--- src/rtl/dp_ctrl_fsm.sv ---
// Multi-cycle control FSM for the ARM data-processing datapath.
// Sequences FETCH/DECODE/EXEC/WB and drives datapath enables and selects from IR.
module dp_ctrl_fsm (
    input  logic        clk,
    input  logic        rst_n,
    input  logic        run,
    input  logic [31:0] IR,
    input  logic [3:0]  NZCV,
    output logic        Write_PC,
    output logic        Write_IR,
    output logic        Write_Reg,
    output logic        LA,
    output logic        LB,
    output logic        LC,
    output logic        LF,
    output logic        rm_imm_s,
    output logic [1:0]  rs_imm_s,
    output logic [3:0]  ALU_OP,
    output logic [2:0]  SHIFT_OP,
    output logic        S,
    output logic [2:0]  state,
    output logic        instr_done,
    output logic        undef,
    output logic [15:0] retired
);

    typedef enum logic [2:0] {
        S_IDLE   = 3'd0,
        S_FETCH  = 3'd1,
        S_DECODE = 3'd2,
        S_EXEC   = 3'd3,
        S_WB     = 3'd4
    } state_t;

    state_t      r_state, w_next, w_boundary;
    logic [15:0] r_retired;
    logic        w_undef_ir, w_cond_pass, w_is_cmp;
    logic        w_rm_sel;
    logic [1:0]  w_rs_sel;
    logic [2:0]  w_shift_sel;

    logic w_n, w_z, w_c, w_v;
    assign {w_n, w_z, w_c, w_v} = NZCV;

    assign w_undef_ir = (IR[27:26] != 2'b00)
                      | (~IR[25] & IR[7] & IR[4])
                      | ((IR[24:23] == 2'b10) & ~IR[20]);
    assign w_is_cmp   = (IR[24:23] == 2'b10);
    assign w_boundary = run ? S_FETCH : S_IDLE;

    always_comb begin
        w_cond_pass = 1'b0;
        case (IR[31:28])
            4'b0000: w_cond_pass = w_z;
            4'b0001: w_cond_pass = ~w_z;
            4'b0010: w_cond_pass = w_c;
            4'b0011: w_cond_pass = ~w_c;
            4'b0100: w_cond_pass = w_n;
            4'b0101: w_cond_pass = ~w_n;
            4'b0110: w_cond_pass = w_v;
            4'b0111: w_cond_pass = ~w_v;
            4'b1000: w_cond_pass = w_c & ~w_z;
            4'b1001: w_cond_pass = ~w_c | w_z;
            4'b1010: w_cond_pass = (w_n == w_v);
            4'b1011: w_cond_pass = (w_n != w_v);
            4'b1100: w_cond_pass = ~w_z & (w_n == w_v);
            4'b1101: w_cond_pass = w_z | (w_n != w_v);
            4'b1110: w_cond_pass = 1'b1;
            default: w_cond_pass = 1'b0;
        endcase
    end

    // Operand/shift selects depend only on IR so WB can hold the EXEC values.
    always_comb begin
        w_rm_sel    = 1'b0;
        w_rs_sel    = 2'b00;
        w_shift_sel = 3'b000;
        if (IR[25]) begin
            w_rm_sel    = 1'b1;
            w_rs_sel    = 2'b10;
            w_shift_sel = 3'b111;
        end else if (!IR[4]) begin
            w_rs_sel    = 2'b01;
            w_shift_sel = {IR[6:5], 1'b0};
        end else begin
            w_rs_sel    = 2'b00;
            w_shift_sel = {IR[6:5], 1'b1};
        end
    end

    always_ff @(posedge clk or negedge rst_n) begin
        if (!rst_n) begin
            r_state   <= S_IDLE;
            r_retired <= 16'd0;
        end else begin
            r_state <= w_next;
            if (instr_done)
                r_retired <= r_retired + 16'd1;
        end
    end

    always_comb begin
        w_next     = S_IDLE;
        Write_PC   = 1'b0;
        Write_IR   = 1'b0;
        Write_Reg  = 1'b0;
        LA         = 1'b0;
        LB         = 1'b0;
        LC         = 1'b0;
        LF         = 1'b0;
        rm_imm_s   = 1'b0;
        rs_imm_s   = 2'b00;
        ALU_OP     = 4'b0000;
        SHIFT_OP   = 3'b000;
        S          = 1'b0;
        instr_done = 1'b0;
        undef      = 1'b0;
        case (r_state)
            S_IDLE: w_next = run ? S_FETCH : S_IDLE;
            S_FETCH: begin
                Write_IR = 1'b1;
                Write_PC = 1'b1;
                w_next   = S_DECODE;
            end
            S_DECODE: begin
                LA = 1'b1;
                LB = 1'b1;
                LC = 1'b1;
                if (w_undef_ir) begin
                    undef  = 1'b1;
                    w_next = w_boundary;
                end else if (!w_cond_pass) begin
                    instr_done = 1'b1;
                    w_next     = w_boundary;
                end else begin
                    w_next = S_EXEC;
                end
            end
            S_EXEC: begin
                LF       = 1'b1;
                S        = IR[20];
                ALU_OP   = IR[24:21];
                rm_imm_s = w_rm_sel;
                rs_imm_s = w_rs_sel;
                SHIFT_OP = w_shift_sel;
                if (w_is_cmp) begin
                    instr_done = 1'b1;
                    w_next     = w_boundary;
                end else begin
                    w_next = S_WB;
                end
            end
            S_WB: begin
                Write_Reg  = 1'b1;
                ALU_OP     = IR[24:21];
                rm_imm_s   = w_rm_sel;
                rs_imm_s   = w_rs_sel;
                SHIFT_OP   = w_shift_sel;
                instr_done = 1'b1;
                w_next     = w_boundary;
            end
            default: w_next = S_IDLE;
        endcase
    end

    assign state   = r_state;
    assign retired = r_retired;

endmodule

--- config.mk ---
export PLATFORM = sky130hd
export DESIGN_NAME = dp_ctrl_fsm
export DESIGN_NICKNAME = d
export VERILOG_FILES = /design/src/rtl/dp_ctrl_fsm.sv
export SDC_FILE = /design/constraint.sdc
export NUM_CORES = 1
export LEC_CHECK = 0
export ABC_AREA = 1
export BUFFER_PORTS_ARGS = -buffer_cell sky130_fd_sc_hd__clkbuf_2
export CORE_MARGIN = 2
export CORE_UTILIZATION = 30
export DETAILED_ROUTE_END_ITERATION = 12
export SLEW_MARGIN = 20
export SYNTH_ARGS = -nofsm -noshare
export SYNTH_HDL_FRONTEND = slang
export SYNTH_SLANG_ARGS = --single-unit
export TNS_END_PERCENT = 100
--- constraint.sdc ---
create_clock -name clk -period 1.6 [get_ports clk]
set_input_delay 0.08 -clock clk [delete_from_list [all_inputs] [get_ports clk]]
set_output_delay 0.08 -clock clk [all_outputs]
set_load 0.02 [all_outputs]
==> run_results.csv <==
group,metric,value,unit
logic_synthesis,yosysWarnings,0,
global_routing,grt_pass1_vias,1556,
global_routing,grt_start_max_net_pins,20,
worst_setup_path,start_kind,"flip-flop",
logic_synthesis,synth_area,1564,µm²
logic_synthesis,synth.yosys.seq_area_share,30.40,%
cts,cts_tree,"yes",
finish,fill_cells,559,
sta,fin_crit_sh,96.39,%
finish,diodes,0,
route,drt_first_pass_iters,4,
logic_synthesis,postSynthAreaPerCell,6.890,µm²
power,vdd_drop_max,0.2532,mV
power,power_density,733.2,nW/µm²
sta,max_freq,648.4,MHz
finish,layout_common_cells,"52 x clkbuf_2, 44 x nand2_1, 34 x nand3_1",
worst_setup_path,worstPathArrival,1460,ps
route,drcViolationCount,0,
cts,numCtsBuffers,3,
global_routing,track_usage,14.06,%
sta,slew_headroom,66.91,%
finish,drive_above_1_share,40.52,%
logic_synthesis,synth_fp_nets,267,
sta,setup_tns,0,ps
worst_setup_path,crit_path_end_kind,"output port",
finish,mostFrequentLayoutCell,"clkbuf_2",
route,detail_route.wl_per_cell,10.51,µm
finish,fin_nets,347,
finish,post-route-util,42.46,%
worst_setup_path,max_stage_delay,420,ps
die,die_x,76.21,µm
route,viasPerCell,4.460,
worst_setup_path,cpMostUsedCell,"buf_4",
die,die-area,5807,µm²
logic_synthesis,ys_seq_elements,19,
logic_synthesis,synth_top_area_share,30.40,%
place,hpwl,2.910,mm
route,ant_nets,0,
job,max-cap-violations,0,
worst_setup_path,required,1520,ps
sta,tightest_slew,496.4,ps
logic_synthesis,synth_area_leader_cell,"dfrtp_1",
power,leakagePower,0.001188,µW
sta,fin_crit,1542,ps
worst_setup_path,worstSetupPathType,"reg -> out",
logic_synthesis,syn_inst,227,
logic_synthesis,synth_cell_type_count,25,
route,wl,3.951,mm
place,place_congestion,0.8990,
cts,clkTransAtPathRegs,70,ps
sta,drv_slew,0,
place,io_buffer_count,61,
die,initial_core_util,30.82,%
sta,skew,2.642,ps
global_routing,grt_pass1_wl,6.879,mm
status,status,"finished, final reports clean",
cts,clk-insertion-delay-late,260,ps
global_routing,antenna_found_initial,0,
worst_setup_path,crit_path_max_fanout,5,
logic_synthesis,synthTopCellsByArea,"dfrtp_1 30%, nand3_1 12%, nand2_1 11%, nand2_2 9.2%, nor2_1 8.2%",
global_routing,grt-ovfl-total,0,
sta,hold_viol_final,0,
finish,area_delta_synth_final,37.76,%
die,boundaryPins,78,
cts,cts_max_level,1,
worst_setup_path,crit_path_cell_trace,"buf_6 > nor3_4 > buf_4 > nor2_4 > nor3_2 > buf_4",
route,drt_iter0_markers,61,
min_path,min_path_type,"in -> reg",
worst_setup_path,slowest_stage,"dfrtp_1",
die,chipHeight,76.21,µm
cts,cts_sinks,19,
route,num_vias,1677,
die,rows,26,
cts,cts_root_buf,"clkbuf_8",
sta,finalSetupViolations,0,
die,core_area,5075,µm²
cts,ctsLongestPathBuffers,2,
-- worst max-delay path: cells and delay by family (launching register included) --
| family | cells | cell delay, ps |
|---|---|---|
| buffers and inverters | 3 | 450 |
| AND/OR/NAND/NOR | 3 | 340 |
| flip-flops | 1 | 420 |
-- state kept, by name, indices dropped and copies added (netlist names) --
register and cells:
retired 16, state 3
-- repair_timing --
item                       4_1_cts  5_1_grt
setup buffers                    5        4
hold buffers                     1        0
pin swaps                        5        5
gates cloned                     1        0
hold endpoints to repair        19        0
gates resized for setup          8       15
setup endpoints to repair       11       24
-- synth_stat cells --
library cell / instances
nand2_8: 1
o211ai_1: 1
xnor2_1: 5
buf_6: 1
a21oi_1: 1
buf_4: 5
o21ai_0: 2
nand2_1: 44
ha_1: 1
nor2_2: 2
nand4_1: 1
xor2_1: 9
nor2_4: 2
a21oi_2: 1
nand3_1: 36
buf_12: 1
nand3_4: 1
inv_1: 26
inv_2: 2
nor2_1: 34
nor3_2: 1
dfrtp_1: 19
nand2_2: 23
nor3_1: 7
nand3b_1: 1
-- per-stage QoR --
stage	area (µm²)	setup slack (ps)	hold slack [ps]	power, µW	instances
2_1_floorplan	1578	-55.32	-215.6	972.2	227
6_report	2155	57.76	64.83	1580	376
4_1_cts	2100	-4.385	41.14	1572	372
5_1_grt	2155	-14.41	84.34	1682	376
3_5_place_dp	1977	142.1	75.11	1190	361
3_3_place_gp	1977	144.5	66.68	1185	361
-- per-layer routing --
layer  share of wire (%)  GRT usage [%]
met3                 4.2          1.540
met2                  48          24.60
met4                 1.5          4.909
met1                  46          17.93
met5                   0              0
-- path summary, 6_finish.rpt --
kind                                  start     endpoint  slack [ps]  cells past startpoint
worst max-delay path               state[1]  rs_imm_s[0]          60                      6
worst min-delay path                    run     state[0]          60                      3
worst max register to register     state[1]   retired[0]          70                      8
worst min register to register  retired[13]  retired[13]         550                      2
max in group asynchronous             rst_n   retired[9]         950                      2
min in group asynchronous             rst_n   retired[2]         310                      2
-- power breakdown --
part | switching, µW | total (µW) | leakage (µW) | internal (µW)
sequential | 38.8 | 563 | 0.000259 | 524
combinational | 404 | 669 | 0.000907 | 265
clock | 170 | 348 | 0.0000228 | 177
-- layout make-up --
cell class              count  area [µm²]  share of cell area [%]
well taps                  70       87.58                   4.065
inverters                  28       105.1                   4.878
flip-flops and latches     19       475.5                   22.07
multi-input cells         174       959.7                   44.54
clock buffers               4       45.04                   2.091
repair buffers             81       481.7                   22.36
-- cell families (layout without fill, tap and decap cells) --
family	Yosys count	in the layout	synth area share, %
AO/OA/AOI/OAI	5	5	2.000
XOR/XNOR	14	14	7.840
adder cells (fa/ha/maj)	1	1	0.7999
buffers and inverters	35	113	11.12
flip-flops	19	19	30.40
AND/OR/NAND/NOR	153	154	47.84
(Power assumes the default switching activity.)
